--- src/rtl/slice_pack_wb.sv ---
// Write-back packer: gathers 8 slice-serial Keccak slices per 200-bit state-RAM
// word and writes completed words through a two-bank double buffer.

module slice_pack_lane #(
   parameter int SPW = 8,
   parameter int SW  = 3
) (
   input  logic           clk,
   input  logic           rst_n,
   input  logic           we,
   input  logic           fp,
   input  logic           rp,
   input  logic [SW-1:0]  s,
   input  logic           d,
   output logic [0:SPW-1] q
);
   logic [1:0][0:SPW-1] bank;

   always_ff @(posedge clk or negedge rst_n) begin
      if (!rst_n)  bank        <= '0;
      else if (we) bank[fp][s] <= d;
   end

   assign q = bank[rp];
endmodule

module slice_pack_wb #(
   parameter int SPW    = 8,
   parameter int NWORDS = 8,
   parameter int AW     = 3
) (
   input  logic              clk,
   input  logic              rst_n,
   input  logic              start,
   input  logic              slice_vld,
   input  logic [0:24]       slice_in,
   output logic              slice_rdy,
   output logic              wr_req,
   input  logic              wr_gnt,
   output logic [AW-1:0]     wr_addr,
   output logic [0:25*SPW-1] wr_data,
   output logic              round_done,
   output logic              busy
);
   localparam int NL = 25;
   localparam int SW = $clog2(SPW);

   typedef enum logic [1:0] {IDLE, RUN, DRAIN} state_t;

   state_t               state_q, state_d;
   logic [SW-1:0]        s_q;
   logic [AW-1:0]        w_q;
   logic                 fp_q, rp_q;
   logic [1:0]           full_q;
   logic [1:0][AW-1:0]   addr_q;
   logic                 round_done_q;
   logic                 acc, gnt, word_end, last_word, final_gnt;

   assign slice_rdy  = (state_q == RUN) && !full_q[fp_q];
   assign acc        = slice_vld && slice_rdy;
   assign wr_req     = full_q[rp_q];
   assign wr_addr    = addr_q[rp_q];
   assign gnt        = wr_req && wr_gnt;
   assign word_end   = (s_q == SW'(SPW-1));
   assign last_word  = (w_q == AW'(NWORDS-1));
   // Only the top-address word can be the last one granted in a round.
   assign final_gnt  = (state_q == DRAIN) && gnt && (addr_q[rp_q] == AW'(NWORDS-1));
   assign round_done = round_done_q;
   assign busy       = (state_q != IDLE);

   always_comb begin
      state_d = state_q;
      case (state_q)
         IDLE:    if (start) state_d = RUN;
         RUN:     if (acc && word_end && last_word) state_d = DRAIN;
         DRAIN:   if (final_gnt) state_d = IDLE;
         default: state_d = IDLE;
      endcase
   end

   always_ff @(posedge clk or negedge rst_n) begin
      if (!rst_n) begin
         state_q      <= IDLE;
         s_q          <= '0;
         w_q          <= '0;
         fp_q         <= 1'b0;
         rp_q         <= 1'b0;
         full_q       <= '0;
         addr_q       <= '0;
         round_done_q <= 1'b0;
      end else begin
         state_q      <= state_d;
         round_done_q <= final_gnt;
         if (state_q == IDLE && start) begin
            s_q  <= '0;
            w_q  <= '0;
            fp_q <= 1'b0;
            rp_q <= 1'b0;
         end
         if (acc) begin
            if (word_end) begin
               s_q          <= '0;
               full_q[fp_q] <= 1'b1;
               addr_q[fp_q] <= w_q;
               w_q          <= last_word ? '0 : w_q + 1'b1;
               fp_q         <= ~fp_q;
            end else begin
               s_q <= s_q + 1'b1;
            end
         end
         // Accept needs !full[fp] and grant needs full[rp], so they never hit the same bank.
         if (gnt) begin
            full_q[rp_q] <= 1'b0;
            rp_q         <= ~rp_q;
         end
      end
   end

   for (genvar l = 0; l < NL; l++) begin : g_lane
      slice_pack_lane #(.SPW(SPW), .SW(SW)) u_lane (
         .clk   (clk),
         .rst_n (rst_n),
         .we    (acc),
         .fp    (fp_q),
         .rp    (rp_q),
         .s     (s_q),
         .d     (slice_in[l]),
         .q     (wr_data[SPW*l +: SPW])
      );
   end
endmodule
--- config.mk ---
export PLATFORM = sky130hd
export DESIGN_NAME = slice_pack_wb
export DESIGN_NICKNAME = d
export VERILOG_FILES = /design/src/rtl/slice_pack_wb.sv
export SDC_FILE = /design/constraint.sdc
export NUM_CORES = 1
export LEC_CHECK = 0
export ABC_AREA = 1
export ABC_CLOCK_PERIOD_IN_PS = 2900
export CORE_MARGIN = 2
export CORE_UTILIZATION = 60
export DETAILED_ROUTE_END_ITERATION = 12
export PLACE_DENSITY = 0.82
export SLEW_MARGIN = 25
export SYNTH_ARGS = -nofsm -noshare
export SYNTH_HDL_FRONTEND = slang
export SYNTH_SLANG_ARGS = --single-unit
--- constraint.sdc ---
create_clock -name clk -period 2.9 [get_ports clk]
set_input_delay 0.725 -clock clk [delete_from_list [all_inputs] [get_ports clk]]
set_output_delay 0.725 -clock clk [all_outputs]
set_load 0.01 [all_outputs]
# Word level (Yosys, flattened, before mapping)
# Cells that the tools add are included.
[classes]
reduce_logical = 18
bitwise_logic = 6
n_eq_ne = 8
addsub = 2
muxes = 111
n_lt_le_gt_ge = 6
[ops]
columns = ["op", "n"]
rows = [
  ["8-bit two-way mux", 51],
  ["16-bit bitwise mux", 25],
  ["3-bit two-way mux", 10],
  ["1-bit two-way mux", 12],
  ["2-bit two-way mux", 6],
  ["1-bit logical AND", 11],
  ["3-bit == test (second input constant)", 3],
  ["8-bit demux with 1-bit select", 1],
  ["3-bit by 1-bit adder with 3-bit output (second input constant)", 2],
  ["6-bit bitwise mux", 1],
  ["2-bit one-hot mux with 3 select lines", 1],
  ["2-bit nonzero test", 3],
  ["4-bit greater-or-equal comparator (second input constant)", 1],
  ["1-bit by 2-bit less-than comparator with 1-bit output (second input constant)", 2],
  ["4-bit by 1-bit less-than comparator with 1-bit output (second input constant)", 1],
  ["2-bit inequality test (second input constant)", 2],
  ["3-bit NOT with 4-bit output", 1],
  ["1-bit demux with 3-bit select", 1],
  ["3-bit demux with 1-bit select", 1],
  ["3-bit AND reduction", 1],
  ["2-bit AND", 1],
  ["1-bit demux with 1-bit select", 2],
  ["2-bit by 1-bit == test with 1-bit output (second input constant)", 1],
  ["2-bit == test (second input constant)", 1],
  ["8 further kinds", 10],
]
[word_totals]
reg_bits = 419
out_inout_bits = 207
input_bits = 30

# Logic depth before layout (Yosys ltp)
[depth]
depth_word = 9
ltp_mapped = 10
mapped_depth_nobuf = 7

# Cells and area by module
# A second synthesis with hierarchy kept.
[hier_totals]
hier_cells = 2848
hier_area_um2 = 22809.4
[modules_own_cells]
columns = ["mod", "area_each_um2", "cells_each", "seq_area_each_um2", "n_inst"]
rows = [
  ["slice_pack_lane", 869.6, 109, 400.4, 25],
  ["slice_pack_wb", 1069.8, 123, 475.5, 1],
]

# Worst setup path before layout
# OpenSTA, ideal clock, no wires.
[synth_timing]
path_type = "reg-to-output"
start = "register rp_q"
end = "output port wr_data[121] in the netlist's numbering"
path_slack_ns = 0.858
arrival_time_ns = 1.317
path_buffers = 3
path_stages_with_launch = 6
cell_sequence = "dfrtp_1 > clkbuf_1 > clkbuf_1 > clkbuf_1 > nand2_1 > nand2_1"
[synth_via]
elab_chain_len = 2
[synth_rtl]
columns = ["item", "line", "source"]
rows = [
  ["start, declared", "53", "logic fp_q, rp_q;"],
  ["start signal, assigned", "114", "rp_q <= ~rp_q;"],
  ["8-bit two-way mux (not written as such) (2 in series)", "24", "assign q = bank[rp];"],
  ["end, declared", "41", "output logic [0:25*SPW-1] wr_data,"],
]
# Every way passes these cells. The select of a mux whose other input is x is not followed.

# Worst setup path after layout
[layout_timing]
start = "register rp_q"
end = "output port wr_data[58] in the netlist's numbering"
# Same word-level chain as after synthesis.

==> impl_metrics.csv <==
group,metric,value,unit
grt,antenna_found_initial,1,
drt,dr.pass1.iters,7,
sta,drv_slew,0,
flow_run,drv_cap,0,
grt,grt_pass1_vias,18120,
cts,clockBufferDepth,3,
sta,period_needed,3000,ps
grt,grt_util_met3,0.08538,
worst_setup_path,rr_startpoint,"fp_q$_DFF_PN0_",
synthesis,yosysMostFrequentCell,"nand2_1",
grt,grt_pass1_wl,101500,um
drt,vias,19020,
pwr,p_leak,14.45,nW
worst_setup_path,r2r_setup_slack,740,ps
layout,layout.cells.non_filler,3169,
place,port_buffers,236,
die,start_util,0.6108,
synthesis,syn_area,19320,sq um
worst_hold_path,hold_path_class,"in -> async",
cts,cts_hold_buffers,0,
pwr,power_density,1098,nW/um^2
worst_setup_path,cp_slowest_cell,"clkdlybuf4s50_1",
sta,setup_ws,-100.4,ps
synthesis,async_flop_share,1.000,
synthesis,synth_edf_count,0,
sta,skew,23.22,ps
cts,cts_tree,"built",
place,gp_congestion,0.8766,
grt,grt_max_degree,145,
synthesis,synth_area_leaders,"dfrtp_1, nand2_1, nand3_1, clkbuf_1, buf_2",
sta,rsz0062_at_grt,"true",
worst_setup_path,crit_fanout,23,
grt,grt_overflow,0,
grt,grt_most_used_layer,"met2",
synthesis,seq_area_frac_synth,0.5426,
worst_setup_path,end_kind,"output port",
cts,root_buffer,"clkbuf_16",
status,violations,"negative setup slack",
cts,clk_latency,560,ps
worst_setup_path,startpoint_type,"flop",
grt,track_usage,0.3926,
layout,nets,2769,
worst_setup_path,r2r_cells,8,
synthesis,synth_flop_cell,"dfrtp_1",
status,outcome,"complete, but fails checks",
sta,finalHoldViolCount,0,
worst_setup_path,critPathKind,"reg -> out",
synthesis,synthTopCellsByCount,"nand2_1, dfrtp_1, nand3_1",
sta,finalCritPeriodShare,1.035,
synthesis,synthDistinctLibCells,21,
pwr,irDropWorstVdd,0.0005885,V
worst_setup_path,cp.required,2170,ps
drt,drt_iter0_drc,2768,
cts,cts-htree-levels,2,
worst_setup_path,crit_buf_inv,4,
die,row_count,65,
layout,synthToLayoutAreaGrowth,25.20,%
synthesis,synth_nets,2602,
grt,use_met2,0.5980,
sta,finalSetupViolCount,11,
die,io_pins,237,
drt,wirelength,67160,um
drt,drtAntennaViolNets,0,
synthesis,synth_top_area_share,0.5426,
worst_setup_path,slowest_delay,530,ps
die,core,31640,sq um
sta,clock.fmax,333.3,MHz
cts,cts_made_buffers,43,
drt,routed_via_density,6.000,
sta,tightest_slew,854.2,ps
place,dpl.cell_count,3061,
sta,slew_headroom,0.4285,
worst_setup_path,path_cells,"buf_4, inv_16, bufbuf_16, nand2_1, nand2_1, clkdlybuf4s50_1",
pwr,power,26.56,mW
synthesis,syn_area_per_cell,7.524,sq um
worst_setup_path,critical_path.top_delay_family,"buffers and inverters",
die,die_w,183.5,um
place,dp_hpwl,37040,um
drt,wl_per_cell,21.19,um
grt,met1_usage,0.5398,
synthesis,yosys_warnings,0,
cts,cts.sinks,419,
drt,drcViolationCount,0,
synthesis,syn-instance-count,2568,
worst_setup_path,crit_top_cell,"nand2_1",
synthesis,yosys.area.top_type,"dfrtp_1",
cts,clkSlewWorstSetupHoldPaths,60,ps
worst_setup_path,r2r-end,"g_lane[16].u_lane.bank[4]$_DFFE_PN0P_",
synthesis,synth-seq-cells,419,
die,die_area,33660,sq um
layout,drive_gt1_frac,0.07195,
worst_setup_path,cp.arrival,2280,ps
die,die_h,183.5,um
## what timing repair did
item,in CTS,in global routing
hold endpoints to repair,0,0
gates cloned,5,8
gates resized for setup,117,91
buffers inserted,5,13
endpoints found under the setup margin,188,99
## worst max-delay path by stage
stage	end	depth (start not counted)	slack, ps	from
floorplan	wr_data[121]	5	860	rp_q$_DFFE_PN0P_
global placement	g_lane[18].u_lane.bank[4]$_DFFE_PN0P_	7	300	slice_vld
detailed placement	g_lane[4].u_lane.bank[12]$_DFFE_PN0P_	7	210	slice_vld
CTS	wr_req	3	-120	rp_q$_DFFE_PN0P_
global route	wr_data[191]	6	-150	rp_q$_DFFE_PN0P_
finish	wr_data[58]	6	-100	rp_q$_DFFE_PN0P_
## where the power goes
| part | internal (mW) | leakage, nW | total (mW) | switching, mW |
|---|---|---|---|---|
| logic | 4.47 | 8.21 | 11.5 | 7.02 |
| clock network | 3.33 | 0.711 | 5.66 | 2.33 |
| registers | 8.09 | 5.52 | 9.41 | 1.32 |
## cell type report
| cell class | count | area, sq um |
|---|---|---|
| flip-flops and latches | 419 | 10490 |
| multi-input cells | 1928 | 7996 |
| fillers | 2159 | 7446 |
| repair buffers | 330 | 3694 |
| clock buffers | 62 | 1280 |
| well taps | 402 | 503.0 |
| clock inverters | 14 | 151.4 |
| inverters | 11 | 57.56 |
| repair inverters | 2 | 17.52 |
| diodes | 1 | 2.502 |
## sequential cells by signal (all words and copies together) (netlist names)
name,cells
w_q,3
full_q,2
addr_q,6
state_q,2
rp_q,1
s_q,3
fp_q,1
g_lane.u_lane.bank,400
round_done,1
## cells in the final DEF, fill, tap and decap left out, types with 3 or more instances in the layout
cell type / count
inv_1: 8
nand3_1: 414
nand2_2: 11
nor2_4: 17
clkbuf_8: 9
buf_4: 55
nor2_1: 7
clkinv_2: 9
o21ai_0: 8
bufinv_16: 3
nand2_1: 1450
dfrtp_1: 418
buf_6: 3
clkbuf_16: 51
nand4_1: 10
dlygate4sd2_1: 97
buf_12: 19
clkdlybuf4s50_1: 59
ha_1: 4
clkdlybuf4s15_1: 5
buf_16: 8
dlymetal6s2s_1: 72
clkbuf_1: 8
## per-stage QoR
step             util  area [sq um]  setup slack (ps)  setup TNS, ps  hold slack (ps)
2_1_floorplan       -         19320             857.7              0            429.4
3_3_place_gp   0.7000         22150             300.0              0            453.0
3_5_place_dp   0.7000         22150             213.4              0            458.2
4_1_cts        0.7488         23690            -123.3          -6292            184.1
5_1_grt        0.7646         24190            -146.0          -1247            195.6
6_report       0.7646         24190            -100.4         -634.5            158.7
## per-layer routing
layer / share of wire / vias up
met1: 0.37 / 8967
li1: - / 8366
met4: 0.054 / 0
met2: 0.45 / 1409
met3: 0.13 / 273
met5: 0 / -
## cell families (layout without fill, tap and decap cells)
logic type,count (synthesis),count (layout),synth area share
compound gates,14,14,0.003885
fa+ha+maj,4,4,0.002590
buf+inv,221,419,0.04973
flops,419,419,0.5426
other cells,0,1,0
simple gates,1910,1910,0.4012
(Power assumes the default switching activity.)
==> edit, RTL diff (config.mk and constraints unchanged) <==
Change the parameter `NWORDS` from 8 to 6.
--- a/src/rtl/slice_pack_wb.sv
+++ b/src/rtl/slice_pack_wb.sv
@@ -26,7 +26,7 @@
 
 module slice_pack_wb #(
    parameter int SPW    = 8,
-   parameter int NWORDS = 8,
+   parameter int NWORDS = 6,
    parameter int AW     = 3
 ) (
    input  logic              clk,
Function: same outputs for any inputs over 4 cycles, from zero or initial values and one cycle with rst_n low; that may be too few to reach the edited logic, so the function may still have changed.
==> edit against the unedited design <==
Total power increased by 1.9%; sequential cell count unchanged; worst setup slack improved by 0.10 ns; clock skew decreased by 0.0050 ns; critical path depth decreased by 1; synthesized area increased by 0.77%; final area about the same; wire length increased by 0.53%.
==> edit: results (changes against the unedited design) <==
- Global routing usage on met2: 0.602 (was 0.598)
- Layout Skew: 0.0182 ns (was 0.0232 ns)
- Post-placement worst setup slack: 0.282 ns (was 0.213 ns)
- Synth top cells by count: nand2_1, dfrtp_1, nand3_1 (unchanged)
- Vias per inst: 6.05 (was 6.00)
- Largest net degree at the start of global routing: 149 (was 145)
- Postcts setup bufs: 6 (was 5)
- Final WL: 67.5 mm (was 67.2 mm)
- CP arrival: 2.17 ns (was 2.28 ns)
- R2R Setup Slk: 0.33 ns (was 0.74 ns)
- Post-layout nets: 2778 (was 2769)
- Met1 usage: 0.532 (was 0.540)
- Post_cts resized: 161 (was 117)
- Status: finished clean (was complete, but fails checks)
- Critical Path End: wr_data[72] (was wr_data[58])
- Critical-path top delay cell: dfrtp_4 (was clkdlybuf4s50_1)
- Slew HR: 0.336 (was 0.429)
- Placed Instance Area: 22200 µm² (was 22100 µm²)
- Fill count: 2221 (was 2159)
- WL met3: 8.95 mm (was 8.51 mm)
- DP Cell Count: 3079 (was 3061)
- Compound-gate portion of the synthesized area: 0.00360 (was 0.00389)
- First-pass GRT wire length: 103 mm (was 102 mm)
- Top cells by area, synth: dfrtp_1, nand2_1, nand3_1 (unchanged)
- PnR worst setup slack: 0.00353 ns (was -0.100 ns)
- Gr usage total: 0.398 (was 0.393)
- Reg2Reg Depth: 7 (was 8)
- Mapped Cells: 2585 (was 2568)
- Static leakage: 14.3 nW (was 14.4 nW)
- Hold Slack: 0.0765 ns (was 0.159 ns)
- Tot Pwr: 27.1 mW (was 26.6 mW)
- Peak supply drop: 0.596 mV (was 0.589 mV)
- Vias in the first global route: 18491 (was 18122)
edit: cell count changes after synthesis, moves of 5 or more:
cell      unedited run  this run
buf_4               11         1
inv_1                8        18
buf_2               72        88
buf_6                0        10
clkbuf_1           119        99
nor2_1              17        12
nand2_2              7        16
edit: layout make-up:
type                            instances  area [µm²]  share of cell area
Clock inverter                          7         115             0.00476
Timing Repair inverter                  2        17.5            0.000724
Clock buffer                           68        1360              0.0564
Multi-Input combinational cell       1936        8020               0.332
Timing Repair Buffer                  324        3580               0.148
Sequential cell                       419       10500               0.434
Inverter                               20        87.6             0.00362
Tap cell                              402         503              0.0208
edit: cell families (layout without fill, tap and decap cells):
| kind of cell | Yosys count | after routing |
|---|---|---|
| simple gates | 1921 | 1921 |
| fa+ha+maj | 2 | 2 |
| flops | 419 | 419 |
| compound gates | 13 | 13 |
| buf+inv | 230 | 421 |
